[src/rtl/fifo_broadcast.sv]
// fifo_broadcast: one shared FIFO store, round-robin write arbitration across NW channels, NR independent readers.
// Define FIFO_BROADCAST_UNDERFLOW_ERR_EN to enable the sticky read-underflow flag on err.
module fifo_broadcast #(
    parameter int WIDTH              = 8,
    parameter int LOG2_DEPTH         = 5,
    parameter int NUM_WRITE_CHANNELS = 2,
    parameter int NUM_READ_CHANNELS  = 3,
    parameter int ALMOSTFULL_SLACK   = 4
) (
    input  logic                                  clk,
    input  logic                                  reset,
    input  logic [NUM_WRITE_CHANNELS-1:0]         wr_valid,
    input  logic [NUM_WRITE_CHANNELS*WIDTH-1:0]   wr_data,
    output logic [NUM_WRITE_CHANNELS-1:0]         wr_ready,
    output logic                                  almostfull,
    output logic [LOG2_DEPTH:0]                   count,
    input  logic [NUM_READ_CHANNELS-1:0]          rd_re,
    output logic [NUM_READ_CHANNELS-1:0]          rd_empty,
    output logic [NUM_READ_CHANNELS-1:0]          rd_rvalid,
    output logic [NUM_READ_CHANNELS*WIDTH-1:0]    rd_rdata,
    output logic                                  err
);
    localparam int DEPTH = 1 << LOG2_DEPTH;
    localparam int PW    = LOG2_DEPTH + 1;
    localparam int NW    = NUM_WRITE_CHANNELS;
    localparam int NR    = NUM_READ_CHANNELS;
    localparam int PRW   = (NW > 1) ? $clog2(NW) : 1;
    localparam logic [PW-1:0]  FULL_LEVEL = PW'(DEPTH);
    localparam logic [PW-1:0]  AF_LEVEL   = PW'(DEPTH - ALMOSTFULL_SLACK);
    localparam logic [PRW:0]   NW_EXT     = (PRW+1)'(NW);

    logic [WIDTH-1:0]    mem_q [DEPTH];
    logic [PW-1:0]       wptr_q, wptr_d;
    logic [PW-1:0]       rptr_q [NR];
    logic [PW-1:0]       rptr_d [NR];
    logic [PRW-1:0]      prio_q, prio_d;
    logic [NR-1:0]       rvalid_q, rvalid_d;
    logic [NR*WIDTH-1:0] rdata_q, rdata_d;

    logic [PW-1:0]       occ [NR];
    logic [PW-1:0]       max_occ;
    logic [NR-1:0]       empty;
    logic [NR-1:0]       rd_fire;
    logic                full;
    logic [NW-1:0]       grant;
    logic [PRW-1:0]      grant_idx;
    logic [PRW:0]        arb_sum;
    logic                arb_found;
    logic                wr_fire;

    // Occupancy per reader is pointer distance; the slowest reader bounds the shared store.
    always_comb begin
        max_occ = '0;
        empty   = '0;
        for (int j = 0; j < NR; j++) begin
            occ[j]   = wptr_q - rptr_q[j];
            empty[j] = (occ[j] == '0);
            if (occ[j] > max_occ) max_occ = occ[j];
        end
    end

    assign full       = (max_occ == FULL_LEVEL);
    assign count      = max_occ;
    assign almostfull = (max_occ >= AF_LEVEL);
    assign rd_empty   = empty;

    // Round-robin search starting at prio_q; full blocks every grant regardless of same-cycle reads.
    always_comb begin
        // NOTE: every combinational output gets a default first so no path can infer a latch.
        grant     = '0;
        grant_idx = '0;
        arb_sum   = '0;
        arb_found = 1'b0;
        for (int i = 0; i < NW; i++) begin
            arb_sum = {1'b0, prio_q} + (PRW+1)'(i);
            if (arb_sum >= NW_EXT) arb_sum = arb_sum - NW_EXT;
            if (!arb_found && wr_valid[arb_sum[PRW-1:0]]) begin
                grant[arb_sum[PRW-1:0]] = 1'b1;
                grant_idx               = arb_sum[PRW-1:0];
                arb_found               = 1'b1;
            end
        end
        if (full) grant = '0;
    end

    assign wr_ready = grant;
    assign wr_fire  = |grant;

    always_comb begin
        wptr_d  = wptr_q;
        prio_d  = prio_q;
        rdata_d = rdata_q;
        if (wr_fire) begin
            wptr_d = wptr_q + 1'b1;
            prio_d = (grant_idx == PRW'(NW - 1)) ? '0 : grant_idx + 1'b1;
        end
        for (int j = 0; j < NR; j++) begin
            rd_fire[j] = rd_re[j] & ~empty[j];
            rptr_d[j]  = rptr_q[j];
            if (rd_fire[j]) begin
                rdata_d[j*WIDTH +: WIDTH] = mem_q[rptr_q[j][LOG2_DEPTH-1:0]];
                rptr_d[j]                 = rptr_q[j] + 1'b1;
            end
        end
        rvalid_d = rd_fire;
    end

    always_ff @(posedge clk or negedge reset) begin
        if (!reset) begin
            wptr_q   <= '0;
            prio_q   <= '0;
            rvalid_q <= '0;
            rdata_q  <= '0;
            for (int j = 0; j < NR; j++) rptr_q[j] <= '0;
        end else begin
            // NOTE: state registers use non-blocking assignment so all flops update from pre-edge values.
            wptr_q   <= wptr_d;
            prio_q   <= prio_d;
            rvalid_q <= rvalid_d;
            rdata_q  <= rdata_d;
            for (int j = 0; j < NR; j++) rptr_q[j] <= rptr_d[j];
        end
    end

    // NOTE: the storage array is deliberately not reset; pointers alone define which words are live.
    always_ff @(posedge clk) begin
        if (wr_fire) mem_q[wptr_q[LOG2_DEPTH-1:0]] <= wr_data[grant_idx*WIDTH +: WIDTH];
    end

    assign rd_rvalid = rvalid_q;
    assign rd_rdata  = rdata_q;

`ifdef FIFO_BROADCAST_UNDERFLOW_ERR_EN
    logic err_q;

    always_ff @(posedge clk or negedge reset) begin
        if (!reset) err_q <= 1'b0;
        else        err_q <= err_q | (|(rd_re & empty));
    end

    assign err = err_q;
`else
    assign err = 1'b0;
`endif

endmodule

[config.mk]
export PLATFORM = sky130hd
export DESIGN_NAME = fifo_broadcast
export DESIGN_NICKNAME = d
export VERILOG_FILES = /design/src/rtl/fifo_broadcast.sv
export SDC_FILE = /design/constraint.sdc
export NUM_CORES = 1
export LEC_CHECK = 0
export CORE_ASPECT_RATIO = 1.75
export CORE_MARGIN = 1.5
export CORE_UTILIZATION = 40
export DETAILED_ROUTE_END_ITERATION = 8
export PLACE_DENSITY_LB_ADDON = 0.12
export SYNTH_ARGS = -nofsm -noshare
export SYNTH_HDL_FRONTEND = slang
export SYNTH_SLANG_ARGS = --single-unit
[constraint.sdc]
create_clock -name clk -period 5.3 [get_ports clk]
set_input_delay 0.795 -clock clk [delete_from_list [all_inputs] [get_ports clk]]
set_output_delay 0.795 -clock clk [all_outputs]
set_load 0.01 [all_outputs]
# ---- Word level (Yosys, flattened, before mapping)
# Memory sizes are Yosys's and may differ from the RTL's. A register that Yosys moved wholly into a read port is not among the register bits.
# Cells that the tools add are included.
dict set report word_totals {
  register_bits 28
  ram_bits 256
  inputBits 23
  out_inout_bits 40
  elab_cells 70
  memories 1
}
# name words width rd rd_clocked_by_memory_dff write_ports line
set memory_table {}
lappend memory_table {mem_q 32 8 3 3 1 32} ;# logic [WIDTH-1:0] mem_q [DEPTH];
dict set report op_classes {
  n_addsub 11
  order_cmp 10
  n_eq_ne 1
  shifts 1
  mux 22
  bitwise_logic 7
  n_reduce_logical 11
}
# op count
set op_table {}
lappend op_table {{adder 6 x 1 -> 6 bit (second input constant)} 4}
lappend op_table {{logical NOT 6 bit} 3}
lappend op_table {{2-to-1 mux 6 bit} 3}
lappend op_table {{subtractor 6 bit} 3}
lappend op_table {{variable part select 16 x 5 -> 8 bit} 1}
lappend op_table {{2-to-1 mux 1 bit} 14}
lappend op_table {{greater-than comparator 6 bit} 2}
lappend op_table {{== test 6 bit (second input constant)} 1}
lappend op_table {{>= comparator 6 x 5 -> 1 bit (second input constant)} 1}
lappend op_table {{greater-than comparator 6 x 1 -> 1 bit (second input constant)} 1}
lappend op_table {{2-to-1 mux 2 bit} 3}
lappend op_table {{logical NOT 1 bit} 4}
lappend op_table {{< comparator 1 x 2 -> 1 bit (second input constant)} 2}
lappend op_table {{AND 1 bit} 3}
lappend op_table {{logical AND 1 bit} 3}
lappend op_table {{NOT 1 bit} 3}
lappend op_table {{adder 1 x 1 -> 2 bit (second input constant)} 1}
lappend op_table {{demux 1 bit (select 1 bit)} 2}
lappend op_table {{>= comparator 1 bit (second input constant)} 2}
lappend op_table {{>= comparator 1 x 2 -> 1 bit (second input constant)} 1}
lappend op_table {{>= comparator 2 bit (second input constant)} 1}
lappend op_table {{OR 2 bit} 1}
lappend op_table {{OR reduction 2 bit} 1}
lappend op_table {{subtractor 1 bit (second input constant)} 2}
lappend op_table {{adder 1 bit (second input constant)} 1}

# ---- Longest topological paths before layout
# Gate-level depths: netlist of the first run.
dict set report depth {
  ltp_word 13
  ltp_mapped 26
  depth_no_buf 23
}

# ---- Worst setup path before layout of the first run
# OpenSTA, ideal clock, no wires.
dict set report synth_path {
  kind {reg-to-output}
  from {register rptr_q[7] in the netlist's numbering}
  to {output port wr_ready[1]}
  arrival_time_ns 4.922
  required_time_ns 4.505
  path_slack_ns -0.417
  path_stages_with_launch 24
  path_buffers 4
  cell_sequence {dfrtp_1 clkbuf_1 clkbuf_1 inv_1 fa_1 a21o_1 a21oi_1 xor2_1 inv_1 ha_1 nand4_1 a21oi_1 o21bai_1 buf_6 mux2i_1 ha_1 a21o_1 a21o_1 a221oi_1 a31oi_4 and3_1 o22ai_2 buf_6 nor2b_1}
}
dict set report synth_between {
  elab_chain_len 7
}
# element line
set synth_rtl {}
lappend synth_rtl {{from (decl)} 34} ;# logic [PW-1:0] rptr_q [NR];
lappend synth_rtl {{subtractor 6 bit (*)} 56} ;# occ[j] = wptr_q - rptr_q[j];
lappend synth_rtl {{greater-than comparator 6 bit} 58} ;# if (occ[j] > max_occ) max_occ = occ[j];
lappend synth_rtl {{2-to-1 mux 6 bit (*)} 58}
lappend synth_rtl {{greater-than comparator 6 bit} 58}
lappend synth_rtl {{2-to-1 mux 6 bit (*)} 58}
lappend synth_rtl {{== test 6 bit (*)} 62} ;# assign full = (max_occ == FULL_LEVEL);
lappend synth_rtl {{2-to-1 mux 2 bit (*)} 83} ;# if (full) grant = '0;
lappend synth_rtl {{to (decl)} 14} ;# output logic [NUM_WRITE_CHANNELS-1:0] wr_ready,
# Every way passes the cells marked *; elsewhere a longest branch is shown, timed or not.

# ---- Worst setup path after layout of the first run
dict set report layout_path {
  from {register wptr_q[0]}
  to {output port almostfull}
}
dict set report layout_between {
  elab_chain_len 8
  word_cells_on_any_way 10
  classes_between {3 x add/sub; 4 x order compare; 3 x mux}
}
# element line
set layout_rtl {}
lappend layout_rtl {{from (decl)} 33} ;# logic [PW-1:0] wptr_q, wptr_d;
lappend layout_rtl {{from (signal assigned)} 117} ;# wptr_q <= wptr_d;
lappend layout_rtl {{subtractor 6 bit} 56}
lappend layout_rtl {{greater-than comparator 6 x 1 -> 1 bit} 58}
lappend layout_rtl {{2-to-1 mux 6 bit} 58}
lappend layout_rtl {{greater-than comparator 6 bit} 58}
lappend layout_rtl {{2-to-1 mux 6 bit} 58}
lappend layout_rtl {{greater-than comparator 6 bit} 58}
lappend layout_rtl {{2-to-1 mux 6 bit (*)} 58}
lappend layout_rtl {{>= comparator 6 x 5 -> 1 bit (*)} 64} ;# assign almostfull = (max_occ >= AF_LEVEL);
lappend layout_rtl {{to (decl)} 15} ;# output logic almostfull,
# Marked as above.

==> flow_metrics.py, run 1 <==
metrics = {
    "logic_synthesis": {
        "synth_enable_flop_cells": 256,
        "yosysWarnings": 0,
        "synth_top_family_by_area": "multiplexers",
        "synthXorXnorAreaFrac": 0.0153,
        "ys_seq_area_frac": 0.524,
        "synthCells": 997,
        "ys_ff_latch": 308,
        "synth_area_leaders": "edfxtp_1 (45%), mux4_2 (32%), dfrtp_1 (7.6%), ha_1 (2.5%), nor2_1 (1.5%)",
        "avgSynthCellArea_sq_um": 17.2,
        "ys.flop_type": "edfxtp_1",
        "synth_top_area_share": 0.449,
        "synthMuxAreaShare": 0.327,
        "yosys.area_share.adder": 0.0283,
        "ys_types": 57,
        "synth-compound-area-share": 0.0284,
        "syn_area_sq_um": 17100,
        "yosys.area.top_type": "edfxtp_1",
        "yosys.area_share.simple": 0.0512,
        "ys_async_sr_fraction": 0.169,
        "synth_nets": 1057,
    },
    "route": {
        "met2_length_mm": 31.2,
        "wl_mm": 54.4,
        "routed_via_density": 5.99,
        "drtIter0Drc": 702,
        "met3_wirelength_mm": 2.24,
        "drt_pass1_iterations": 5,
        "drc": 0,
        "postRouteAntennaNets": 0,
        "wl_met1_mm": 18.6,
        "vias": 10547,
        "wl_per_cell_um": 30.9,
        "highest_layer": "met4",
    },
    "worst_hold_path": {
        "holdCritPathClass": "input port to asynchronous set/reset pin",
    },
    "setup_path": {
        "cpPeakStageDelay_ns": 0.39,
        "crit_family": "compound AO/OA/AOI/OAI gates",
        "timing.rr.end": "mem_q[20][3]",
        "cp_slowest_cell": "dfrtp_1",
        "worstPathCellList": "inv_2, ha_1, inv_1, fa_1, a21o_1, a21oi_2, xor2_2, ha_4, nand4_1, nor2_1, o21bai_4, buf_6, buf_4, nand2_1, o21ai_2, ha_1, a21o_1, a21o_1, a221oi_4, buf_4, a31oi_4, mux2_4, a31o_4, buf_6",
        "required_ns": 4.51,
        "end_kind": "output port",
        "worstSetupPathType": "flop to output port",
        "cp_max_fo": 6,
        "reg2reg_from": "wptr_q[0]",
        "r2r_cells": 27,
        "crit_buf_inv": 6,
        "reg2reg_slack_ns": -0.01,
        "cp.depth": 24,
        "crit_top_cell": "a21o_1",
        "critical_path_arrival_ns": 5.06,
        "cp-start-kind": "flop",
    },
    "sta": {
        "slew_viol_final": 0,
        "setup_slack_ns": -0.552,
        "rsz0062_at_grt": "true",
        "slew_headroom": 0.304,
        "fin_crit_sh": 1.10,
        "hold_viol": 0,
        "setup-tns-final_ns": -3.82,
        "tightest_slew_ns": 1.04,
        "period_minus_slack_ns": 5.85,
        "skew_ns": 0.0138,
        "fmax_mhz": 171,
        "setup_violations": 14,
    },
    "floorplan": {
        "die-area_sq_um": 44100,
        "initial_utilization": 0.404,
        "core_area_sq_um": 42400,
        "die_h_um": 277,
        "rows": 100,
        "die_w_um": 159,
        "io_pins": 63,
    },
    "placed_design": {
        "hpwl_mm": 37.2,
        "placed_area_sq_um": 19300,
        "gp_congestion": 0.887,
        "numPortBuffers": 61,
        "preCtsSetupSlack_ns": -0.621,
    },
    "layout": {
        "layout_commonest_cell": "edfxtp_1",
        "layout.nets": 1236,
        "drive_above_1_share": 0.454,
        "synthToLayoutAreaGrowth_pct": 22.7,
        "postLayoutCoreUtil": 0.496,
        "layout_common_cells": "edfxtp_1 (256), mux4_2 (240), buf_4 (119), nand2_1 (66), clkdlybuf4s50_1 (51)",
        "final_area_sq_um": 21000,
        "n_antenna_cell": 0,
    },
    "outcome": {
        "violations": "negative setup slack",
        "status": "complete, but fails checks",
    },
    "global_route": {
        "antenna_found_initial": 0,
        "grt_first_pass_wirelength_mm": 78.1,
        "grt_remaining_overflow": 0,
        "track_usage": 0.252,
        "grt_pass1_vias": 11159,
        "grt_max_degree": 58,
    },
    "clocking": {
        "cts_hold_buffers": 0,
        "htreeDepth": 1,
        "cts.clk_slew.worst_paths_ns": 0.07,
        "ctsLongestPathBuffers": 3,
        "root_buffer": "clkbuf_16",
        "clkLatencyLatePin_ns": 0.58,
        "cts_buffers": 30,
        "cts.sinks": 308,
        "cts_tree": "built",
    },
    "job": {
        "max_cap_violations": 0,
    },
}
## registers in the layout (all words and copies together) (netlist names)
register and flops:
mem_q 256, rd_rdata 24, rptr_q 18, wptr_q 6, rd_rvalid 3, prio_q 1
## how the worst max path moves through the flow
stage	start	endpoint	slack [ns]
after detailed placement	wptr_q[2]	wr_ready[0]	-0.62
after CTS	wptr_q[0]	wr_ready[0]	-0.61
after global placement	wptr_q[2]	almostfull	-0.57
after global routing	wptr_q[0]	almostfull	-0.79
after floorplan	rptr_q[13]	almostfull	0.02
final	wptr_q[0]	almostfull	-0.55
## synth_stat cells (6+ instances only)
cell      instances
edfxtp_1        256
mux4_2          240
nor2_1           67
nand2_1          66
dfrtp_1          52
clkbuf_1         37
ha_1             34
inv_1            27
a31oi_1          26
xnor2_1          20
buf_2            19
a21oi_1          11
mux2_2           11
and3_1           10
xor2_1           10
buf_1             8
a21o_1            6
mux2i_1           6
nand4_1           6
nor3_1            6
## layer usage
layer	vias to the layer above	track usage
met4	0	0.107
li1	4491	-
met2	344	0.489
met3	112	0.0243
met5	-	0
met1	5600	0.276
## stage by stage
stage                     hold WS, ns  std cells
after global placement          0.469       1689
after floorplan                 0.451        997
after global routing            0.412       1761
after CTS                       0.377       1753
final                           0.347       1761
after detailed placement        0.475       1689
## cells by family (layout without fill, tap and decap cells)
group	Yosys count	count (layout)
AOI/OAI and AO/OA	72	73
xor gates and xnor gates	30	30
adders and majority gates	37	37
buffers and inverters	102	303
DFF	308	308
muxes	258	258
other	1	1
and+or+nand+nor	189	190
## timing repair
| item | CTS | global route |
|---|---|---|
| pin swaps | 19 | 29 |
| cloned | 1 | 1 |
| buffers inserted | 9 | 8 |
| resized for setup | 86 | 89 |
| setup endpoints to repair | 265 | 268 |
## layout make-up
type,instances,area (sq um)
fill,3529,21400
sequential,308,9010
multi-input combinational,589,8200
timing repair buffer,213,1990
clock buffer,38,822
tap,561,702
clock inverter,18,185
inverter,34,128
Power of run 1 is left out: the tool's default activity adds up to more than one toggle a clock period on the data nets, which glitch-free logic cannot reach.
==> run 2, diff against run 1 <==
--- a/config.mk
+++ b/config.mk
@@ -5,11 +5,14 @@
 export SDC_FILE = /design/constraint.sdc
 export NUM_CORES = 1
 export LEC_CHECK = 0
+export CELL_PAD_IN_SITES_DETAIL_PLACEMENT = 1
+export CELL_PAD_IN_SITES_GLOBAL_PLACEMENT = 1
 export CORE_ASPECT_RATIO = 1.75
 export CORE_MARGIN = 1.5
 export CORE_UTILIZATION = 40
 export DETAILED_ROUTE_END_ITERATION = 8
 export PLACE_DENSITY_LB_ADDON = 0.12
+export SETUP_SLACK_MARGIN = 0.02
 export SYNTH_ARGS = -nofsm -noshare
 export SYNTH_HDL_FRONTEND = slang
 export SYNTH_SLANG_ARGS = --single-unit
==> run 2 against run 1 <==
Against the previous run:
- the flow still finishes with violations (negative setup slack)
- sequential share of layout area grew 0.22 points
- first-iteration DRC count grew 16%
- setup slack lost 0.029 ns
- clock skew grew 0.025 ns
- utilization shrank 0.25 points
==> flow_metrics.py, run 2 (synthesis results as in run 1) <==
metrics = {
    "placed_design": {
        "numPortBuffers": 61,
        "preCtsSetupSlack_ns": -0.749,
        "dp_cells": 1681,
        "gp_congestion": 0.904,
        "hpwl_mm": 39.0,
    },
    "floorplan": {
        "rows": 100,
        "io_pins": 63,
        "die-area_sq_um": 44100,
        "die_h_um": 277,
        "die_w_um": 159,
        "initial_utilization": 0.404,
        "core_area_sq_um": 42400,
    },
    "clocking": {
        "htreeDepth": 1,
        "cts.clk_slew.worst_paths_ns": 0.08,
        "cts.sinks": 308,
        "cts_tree": "built",
        "ctsLongestPathBuffers": 3,
        "cts_hold_buffers": 0,
        "cts_buffers": 29,
        "root_buffer": "clkbuf_16",
        "clkLatencyLatePin_ns": 0.60,
    },
    "layout": {
        "synthToLayoutAreaGrowth_pct": 22.1,
        "n_antenna_cell": 0,
        "largest_register_ffs": 256,
        "stdcell_count": 1757,
        "layout_common_cells": "edfxtp_1 (256), mux4_2 (240), buf_4 (115), nand2_1 (64), clkdlybuf4s50_1 (51)",
        "drive_above_1_share": 0.456,
        "layout.nets": 1234,
        "postLayoutCoreUtil": 0.493,
        "layout_commonest_cell": "edfxtp_1",
    },
    "global_route": {
        "grt_pass1_vias": 11602,
        "grt_max_degree": 67,
        "track_usage": 0.254,
        "antenna_found_initial": 0,
        "grt_remaining_overflow": 0,
        "grt_first_pass_wirelength_mm": 80.1,
    },
    "setup_path": {
        "reg2reg_slack_ns": -0.18,
        "end_kind": "output port",
        "critical_path_arrival_ns": 5.09,
        "r2r_cells": 27,
        "crit_family": "compound AO/OA/AOI/OAI gates",
        "timing.rr.end": "mem_q[2][4]",
        "crit_buf_inv": 7,
        "cp_max_fo": 6,
        "worstPathCellList": "inv_2, ha_4, inv_2, fa_2, a21o_1, a21oi_2, xor2_1, inv_1, ha_4, nand4_1, nor2_1, o21bai_4, buf_6, buf_6, mux2i_2, ha_1, a21o_1, a221oi_4, buf_4, a31oi_4, mux2_4, a31o_2, buf_6",
        "cp_slowest_cell": "dfrtp_1",
        "cp-start-kind": "flop",
        "reg2reg_from": "wptr_q[0]",
        "required_ns": 4.51,
        "cpPeakStageDelay_ns": 0.39,
        "crit_top_cell": "buf_6",
        "worstSetupPathType": "flop to output port",
    },
    "route": {
        "drt_pass1_iterations": 5,
        "routed_via_density": 6.01,
        "wl_mm": 54.6,
        "drc": 0,
        "drtIter0Drc": 814,
        "vias": 10553,
        "postRouteAntennaNets": 0,
        "wl_per_cell_um": 31.1,
    },
    "sta": {
        "period_minus_slack_ns": 5.88,
        "timing.hold.ws_ns": 0.329,
        "slew_headroom": 0.238,
        "skew_ns": 0.0384,
        "slew_viol_final": 0,
        "setup_violations": 243,
        "fin_crit_sh": 1.11,
        "tightest_slew_ns": 1.14,
        "hold_viol": 0,
        "rsz0062_at_grt": "true",
        "setup_slack_ns": -0.581,
        "fmax_mhz": 170,
    },
    "outcome": {
        "status": "complete, but fails checks",
        "violations": "negative setup slack",
    },
    "job": {
        "max_cap_violations": 0,
    },
    "worst_hold_path": {
        "holdCritPathClass": "input port to asynchronous set/reset pin",
    },
}
## run 2: how the worst max path moves through the flow
| stage | depth (start not counted) | to | startpoint |
|---|---|---|---|
| final | 23 | almostfull | wptr_q[0] |
| after global placement | 23 | wr_ready[1] | wptr_q[0] |
| after floorplan | 22 | wr_ready[0] | rptr_q[13] |
| after detailed placement | 23 | wr_ready[1] | wptr_q[0] |
| after global routing | 23 | wr_ready[1] | wptr_q[0] |
| after CTS | 23 | almostfull | wptr_q[0] |
## run 2: layout make-up
| cell class | count | area (sq um) |
|---|---|---|
| sequential | 308 | 9010 |
| tap | 561 | 702 |
| fill | 3969 | 21500 |
| clock inverter | 17 | 199 |
| inverter | 34 | 128 |
| multi-input combinational | 589 | 8140 |
| clock buffer | 36 | 782 |
| timing repair buffer | 212 | 1960 |
## run 2: repair_timing
item | CTS | global route
setup buffers | 12 | 9
resized for setup | 100 | 61
setup endpoints to repair | 268 | 266
cloned | 1 | 1
pin swaps | 17 | 20
## run 2: routing by layer
layer / GRT usage / part of all wire
met5: 0 / 0
met4: 0.128 / 0.059
met3: 0.0252 / 0.032
met2: 0.501 / 0.58
met1: 0.260 / 0.33
## run 2: stage by stage
stage / TNS (ns) / instance area, sq um
CTS: -4.34 / 20600
finish: -22.94 / 20900
floorplan: 0 / 17200
detailed placement: -122.07 / 19300
global route: -78.57 / 20900
global placement: -84.73 / 19300
Power of run 2 is left out for the same reason.
